$ cat src/rtl/encoder_emulator.sv
// Quadrature A/B generator: emits a commanded number of idle-high detents in
// either direction, with per-edge dwell and an inter-detent idle gap.
`timescale 1ns/1ps
module encoder_emulator #(
    parameter int QUARTER_TICKS = 250,
    parameter int GAP_TICKS     = 500,
    parameter int COUNT_WIDTH   = 8
) (
    input  logic                   Clock,
    input  logic                   Reset,
    input  logic                   Start_i,
    input  logic [COUNT_WIDTH-1:0] Steps_i,
    input  logic                   Direction_i,
    input  logic                   Abort_i,
    output logic                   EncoderA_o,
    output logic                   EncoderB_o,
    output logic                   Busy_o,
    output logic                   Done_o,
    output logic [COUNT_WIDTH-1:0] Remaining_o
);

    localparam int MAX_TICKS = (QUARTER_TICKS > GAP_TICKS) ? QUARTER_TICKS : GAP_TICKS;
    localparam int TICK_W    = $clog2(MAX_TICKS + 1);
    localparam logic [TICK_W-1:0] QUARTER_LOAD = TICK_W'(QUARTER_TICKS - 1);
    localparam logic [TICK_W-1:0] GAP_LOAD     = TICK_W'((GAP_TICKS > 0) ? GAP_TICKS - 1 : 0);

    typedef enum logic [1:0] {IDLE, PHASE, DWELL, GAP} state_t;

    state_t            state;
    logic [1:0]        quarter;
    logic [TICK_W-1:0] ticks;
    logic              dir;
    logic              abort_pending;
    logic              abort_now;
    logic              tick_done;

    // {A,B} levels after quarter edge q; decrement is increment with A and B swapped.
    function automatic logic [1:0] edge_level(input logic [1:0] q, input logic inc);
        logic [1:0] ab;
        case (q)
            2'd0:    ab = 2'b01;
            2'd1:    ab = 2'b00;
            2'd2:    ab = 2'b10;
            default: ab = 2'b11;
        endcase
        edge_level = inc ? ab : {ab[0], ab[1]};
    endfunction

    assign abort_now = abort_pending | Abort_i;
    assign tick_done = (ticks == '0);

    always_ff @(posedge Clock or negedge Reset) begin
        if (!Reset) begin
            state         <= IDLE;
            quarter       <= 2'd0;
            ticks         <= '0;
            dir           <= 1'b1;
            abort_pending <= 1'b0;
            EncoderA_o    <= 1'b1;
            EncoderB_o    <= 1'b1;
            Busy_o        <= 1'b0;
            Done_o        <= 1'b0;
            Remaining_o   <= '0;
        end else begin
            Done_o <= 1'b0;
            case (state)
                IDLE: begin
                    abort_pending <= 1'b0;
                    if (Start_i) begin
                        if (Steps_i != '0) begin
                            Remaining_o              <= Steps_i;
                            dir                      <= Direction_i;
                            Busy_o                   <= 1'b1;
                            {EncoderA_o, EncoderB_o} <= edge_level(2'd0, Direction_i);
                            quarter                  <= 2'd1;
                            ticks                    <= QUARTER_LOAD;
                            state                    <= PHASE;
                        end else begin
                            Done_o <= 1'b1;
                        end
                    end
                end

                PHASE: begin
                    if (Abort_i)
                        abort_pending <= 1'b1;
                    if (!tick_done) begin
                        ticks <= ticks - 1'b1;
                    end else begin
                        {EncoderA_o, EncoderB_o} <= edge_level(quarter, dir);
                        ticks                    <= QUARTER_LOAD;
                        if (quarter == 2'd3) begin
                            // Closing edge of the detent: an abort truncates the run here.
                            quarter     <= 2'd0;
                            Remaining_o <= abort_now ? '0 : Remaining_o - 1'b1;
                            state       <= DWELL;
                        end else begin
                            quarter <= quarter + 2'd1;
                        end
                    end
                end

                DWELL, GAP: begin
                    if (Abort_i)
                        abort_pending <= 1'b1;
                    if (!tick_done) begin
                        ticks <= ticks - 1'b1;
                    end else if (state == DWELL && GAP_TICKS > 0) begin
                        ticks <= GAP_LOAD;
                        state <= GAP;
                    end else if (Remaining_o != '0 && !abort_now) begin
                        {EncoderA_o, EncoderB_o} <= edge_level(2'd0, dir);
                        quarter                  <= 2'd1;
                        ticks                    <= QUARTER_LOAD;
                        state                    <= PHASE;
                    end else begin
                        Busy_o        <= 1'b0;
                        Done_o        <= 1'b1;
                        Remaining_o   <= '0;
                        abort_pending <= 1'b0;
                        state         <= IDLE;
                    end
                end

                default: state <= IDLE;
            endcase
        end
    end

endmodule

$ cat config.mk
export PLATFORM = sky130hd
export DESIGN_NAME = encoder_emulator
export DESIGN_NICKNAME = d
export VERILOG_FILES = /design/src/rtl/encoder_emulator.sv
export SDC_FILE = /design/constraint.sdc
export NUM_CORES = 1
export LEC_CHECK = 0
export ABC_AREA = 1
export BUFFER_PORTS_ARGS = -buffer_cell sky130_fd_sc_hd__buf_2
export CORE_MARGIN = 4
export CORE_UTILIZATION = 55
export CTS_CLUSTER_SIZE = 24
export DETAILED_ROUTE_END_ITERATION = 10
export PLACE_DENSITY = 0.77
export SETUP_SLACK_MARGIN = 0.05
export SYNTH_ARGS = -nofsm -noshare
export SYNTH_HDL_FRONTEND = slang
export SYNTH_SLANG_ARGS = --single-unit
$ cat constraint.sdc
create_clock -name Clock -period 3.2 [get_ports Clock]
set_input_delay 0.64 -clock Clock [delete_from_list [all_inputs] [get_ports Clock]]
set_output_delay 0.64 -clock Clock [all_outputs]
set_load 0.05 [all_outputs]
==> results of run 1 <==
-- worst max path at each step --
stage / slack, ps / to / cells past startpoint
2_1_floorplan: 1300 / quarter[0] / 10
5_1_grt: 770 / Remaining_o[0] / 12
3_3_place_gp: 1060 / Remaining_o[2] / 12
6_report: 1010 / Remaining_o[6] / 12
4_1_cts: 1000 / Remaining_o[4] / 12
3_5_place_dp: 1020 / Remaining_o[7] / 12
-- report_power, final --
group	leakage (nW)	total, W	switching (W)	internal [W]
registers	0.325	0.000341	0.00000000000000000000673	0.000341
logic	0.952	0.0000170	0.0000108	0.00000620
clock network	0.0228	0.000196	0.000107	0.0000893
-- registers in the layout (all words and copies together) (netlist names) --
name,flops
ticks,9
Remaining_o,8
quarter,2
state,2
Busy_o,1
Done_o,1
EncoderA_o,1
EncoderB_o,1
abort_pending,1
dir,1
-- final cells by class --
type / count / area share
clock buffer: 4 / 0.02016
inverter: 33 / 0.05655
multi-input combinational: 248 / 0.5398
sequential: 27 / 0.3040
tap: 46 / 0.02576
timing repair buffer: 24 / 0.05375
-- kinds of logic (layout without fill, tap and decap cells) --
kind of cell | Yosys count | in the layout
compound gates | 26 | 26
flops | 27 | 27
xor+xnor | 3 | 3
buf+inv | 35 | 61
fa+ha+maj | 11 | 11
simple gates | 208 | 208
-- worst max-delay path: stages (launching register included) --
cell,delay (ps)
dfrtp_1,400
inv_1,120
ha_1,320
inv_2,90
nand2_1,100
nor2_1,200
inv_2,120
nand2_4,110
inv_2,60
nor2_4,260
nand2_2,180
nand2_1,90
nand2_1,50
-- stage by stage --
step,hold WS (ps),total power (W),std cells,util,worst slack (ps)
2_1_floorplan,344.4,0.0003499,310,-,1296
3_3_place_gp,452.9,0.0003652,378,0.6361,1057
3_5_place_dp,461.7,0.0003654,378,0.6361,1016
4_1_cts,380.1,0.0005573,382,0.6492,1004
5_1_grt,405.2,0.0005744,382,0.6492,771.6
6_report,356.5,0.0005541,382,0.6492,1010
-- layout by cell type, fill, tap and decap left out, drive strengths merged --
cell | Yosys | routed
inv | 33 | 33
nand2 | 128 | 128
clkbuf | 1 | 4
nor3 | 3 | 3
dfrtp | 24 | 24
buf | 1 | 24
xor2 | 1 | 1
and3 | 1 | 1
or2 | 1 | 1
a21boi | 1 | 1
ha | 11 | 11
nor2 | 42 | 42
o21ai | 15 | 15
nand4 | 3 | 3
dfstp | 3 | 3
nand3 | 30 | 30
a21oi | 8 | 8
xnor2 | 2 | 2
o211ai | 2 | 2
-- metal layers --
metal,GRT usage,routed length (µm),part of all wire
met5,0,0,0
met4,0.05596,31,0.0068
met3,0.02593,171,0.037
met2,0.4005,2282,0.50
met1,0.2664,2079,0.46
==> metrics.txt, run 1 <==
maxcap violations=0; fin nets=361; final std cell area, no fill=2235 µm²; initial antenna violation count=0; reg2reg start=state[0]; status=completed; cell count after synthesis=310; register area share after synthesis=0.3352; first-pass GRT wire length=7893 µm; PostCTS Resize Cnt=0; Overflow after GRT=0; Root Buffer=clkbuf_8; ant diodes=0; Crit. End Element=register; post-synth top area share=0.2963; clk_lat worst skew=270 ps; complex-gate fraction of the synthesized area=0.06975; Reg-to-Reg End=Remaining_o[6]; Die X=68.71 µm; Worst R2R Path Depth=12; crit start category=register; peak supply drop=0.1419 mV; Unique masters post-synth=28; Port Buf Inserts=24; worst-margin pin slew=583.3 ps; FMAX=456.7 MHz; initial drt markers=145; Final Hold Fails=0; wire length per cell=11.95 µm; Rel. slew slack=0.6111; data required time at the worst endpoint=3370 ps; gpl congestion=0.8925; dpl cell area=2190 µm²; Reg clk slew, reported paths=90 ps; Pwr Density=248.0 nW/µm²; list of most frequent post-synthesis cells=nand2_1 (122), nor2_1 (37), nand3_1 (30), inv_1 (29), dfrtp_1 (24); Die Y=68.71 µm; Post-Syn Area per Cell=6.539 µm²; GRT Util Overall=0.2175; worst clock skew=3.254 ps; mux cell area share after synthesis=0; R2R Setup Slk=1010 ps; Final Max Slew Viols=0; drt total wl=4563 µm; cell area after synthesis=2027 µm²; Area growth syn-to-layout=10.25%; Via Count=1976; Tcrit/Tclk final=0.6843; Post-synth EDFFs=0; fill count=353; flops & latches, synth=27; register area=679.4 µm²; XOR/XNOR Fraction of Synth Area=0.01296; Setup TNS Final=0 ps; unrepaired setup endpoints after global routing=no; total CTS buffers=3; area of the multi-input gates=1206 µm²; initial core utilization=0.5889; H-tree depth=1; setup bufs post-CTS=0; drt drc=0; vias per cell=5.173; crit path DAT=2360 ps; main combinational cell family by area after synthesis=simple AND/OR/NAND/NOR gates; Hold Crit Class=in -> async; CP Class=reg -> reg; synth top area cells=dfrtp_1 (30%), nand2_1 (23%), nand3_1 (7.4%); vias in the first global route=1883; Synth area leader=dfrtp_1; Synth Warn #=0; die area=4720 µm²; Synth async-reset ratio=1.000; proportion of layout cells with a drive suffix above 1=0.1399; Sinks on Clock Net=27; DPL Wire Length=3564 µm; row count=21; CP Launch Point=state[0]; TritonCTS clock tree=done; DR pass1 iterations=4; fin crit period=2190 ps; CP max FO=12; Hold-fix buffers, CTS=0; most frequent cell after synthesis=nand2_1; Routed Antenna Nets=0; CORE AREA=3442 µm²; Max clock buf depth=2; Synth Area in Adders=0.06790; Post-synth top flop=dfrtp_1; syn nets=334; Synth Area in Simple Gates=0.4444; Final setup violation count=0; Leak=1.300 nW; io pins=25; largest net degree at the start of global routing=28
Power figures use the tool's default switching activity.
==> inputs of run 2 (changes only) <==
- CORE_UTILIZATION: 55 -> 52
- PLACE_DENSITY: 0.77 -> 0.76
- clock period: 3.2 -> 1.8 ns (I/O delays scaled with it)
==> metrics.txt, run 2 (synthesis results as in run 1) <==
data required time at the worst endpoint=2010 ps (-1360 ps); initial antenna violation count=0 (unchanged); Root Buffer=clkbuf_8; final core occ=0.6758 (+0.02654); DR pass1 iterations=4 (unchanged); Final Hold Fails=0 (unchanged); global routing usage on met3=0.02302 (-0.002910); fin nets=386 (+6.9%); largest net degree at the start of global routing=28 (unchanged); CP max FO=8 (-4); fill count=347 (-1.7%); GRT met1 Usage=0.2778 (+0.01138); commonest non-fill, non-tap cell in the layout=nand2_1; met2 usage=0.3742 (-0.02626); total CTS buffers=3 (unchanged); crit path DAT=1870 ps (-490 ps); row count=22 (+4.8%); Crit. End Element=register; first-pass GRT wire length=8673 µm (+9.9%); slowest stage cell on the critical path=dfrtp_1; Rel. slew slack=0.5863 (-0.02479); worst-margin pin slew=620.5 ps (+37.18 ps); die area=4961 µm² (+5.1%); CORE AREA=3716 µm² (+8.0%); wire length per cell=12.51 µm (+4.7%); crit start category=register; Leak=1.430 nW (+10%); FMAX=604.9 MHz (+32%); ant diodes=0 (unchanged); proportion of layout cells with a drive suffix above 1=0.2493 (+0.1094); Via Count=2074 (+5.0%); vias per cell=5.071 (-2.0%); most frequent cells in the layout=nand2_1 (120), nor2_1 (32), nand3_1 (29); Port Buf Inserts=24 (unchanged); TritonCTS clock tree=done; worst clock skew=3.950 ps (+0.6963 ps); largest register by flop count=ticks; H-tree depth=1 (unchanged); vias in the first global route=1951 (+3.6%); initial core utilization=0.5455 (-0.04342); io pins=25 (unchanged); Setup TNS Final=0 ps (unchanged); grt peak-use layer=met2; clk_lat worst skew=270 ps (about the same); Final Max Slew Viols=0 (unchanged); peak supply drop=0.2737 mV (+93%); Overflow after GRT=0 (unchanged); hold slack=88.00 ps (-268.5 ps); unrepaired setup endpoints after global routing=no; CP Cell Sequence=inv_2, buf_4, ha_1, nand2_1, nand3_2, nor2_4, buf_6, nand3_1, nand2_1; Max clock buf depth=2 (unchanged); status=completed; Routed Antenna Nets=0 (unchanged); final std cell area, no fill=2511 µm² (+12%); Area growth syn-to-layout=23.89%; drt total wl=5115 µm (+12%); Reg clk slew, reported paths=100 ps (about the same); Pwr Density=396.2 nW/µm² (+60%); R2R Setup Slk=150 ps (-860 ps); Hold-fix buffers, CTS=0 (unchanged); Hold Crit Class=in -> async; CP Class=reg -> reg; Largest regs=ticks (9), Remaining_o (8); Die Y=70.44 µm (+2.5%); slowest stage delay, CP=430 ps (+30 ps); GRT Util Overall=0.2121 (-0.005374); Sinks on Clock Net=27 (unchanged); fin crit period=1653 ps (-536.6 ps); gpl congestion=0.8419 (-5.7%); DPL Wire Length=3948 µm (+11%); Largest register FFs=9 (unchanged); maxcap violations=0 (unchanged); initial drt markers=172 (+19%); Die X=70.44 µm (+2.5%); CP most frequent cell=nand2_1; Final setup violation count=0 (unchanged); dpl cell area=2367 µm² (+8.1%); Tcrit/Tclk final=0.9184 (+0.2341); drt drc=0 (unchanged)
run 2: cell count changes in the layout (fill, tap and decap cells not counted), sizes merged:
cell / change
buf: +25
run 2: where the power goes:
group	leakage [nW]	switching [W]	total (W)	internal [W]
sequential	0.322	0.0000000000000000000149	0.000606	0.000606
combinational	1.09	0.0000204	0.0000314	0.0000110
clock	0.0228	0.000198	0.000357	0.000159
run 2: worst max-delay path: cells and delay by family (launching register included):
family / cells / cell delay [ps]
flops: 1 / 430
buf+inv: 3 / 370
simple gates: 5 / 570
fa+ha+maj: 1 / 230
run 2: cell type report:
cell class / instances / area, µm² / share of cell area
clock buffers: 4 / 45.04 / 0.01794
inverters: 33 / 126.4 / 0.05032
multi-input cells: 248 / 1285 / 0.5117
flip-flops and latches: 27 / 683.2 / 0.2720
well taps: 48 / 60.06 / 0.02392
repair buffers: 49 / 311.5 / 0.1241
run 2: final timing paths:
path | from | to | cells past startpoint
setup reg to reg | state[1] | Remaining_o[2] | 9
max in group asynchronous | Reset | Remaining_o[0] | 1
hold / removal | Reset | ticks[4] | 1
setup / recovery | state[1] | Remaining_o[2] | 9
hold reg to reg | EncoderB_o | EncoderB_o | 2
min in group Clock | Direction_i | dir | 3
run 2: timing repair:
action / in CTS / in global routing
resized for setup: 2 / 25
pin swaps: 0 / 3
endpoints found under the setup margin: 12 / 23
hold endpoints to repair: 0 / 0
setup buffers: 1 / 1
run 2: stage by stage:
stage                     total power [W]  cells  setup WS (ps)
after floorplan                 0.0006221    310          63.99
after global placement          0.0006495    403          48.08
after detailed placement        0.0006504    403          9.142
after CTS                        0.001001    408          58.32
after global routing             0.001026    409          48.57
final                           0.0009949    409          146.8
run 2: layer usage:
metal  part of all wire  vias to the layer above  wire [µm]
li1                   -                     1075          -
met1               0.45                      948       2304
met2               0.50                       45       2545
met3              0.039                        6        201
met4              0.013                        0         64
met5                  0                        -          0
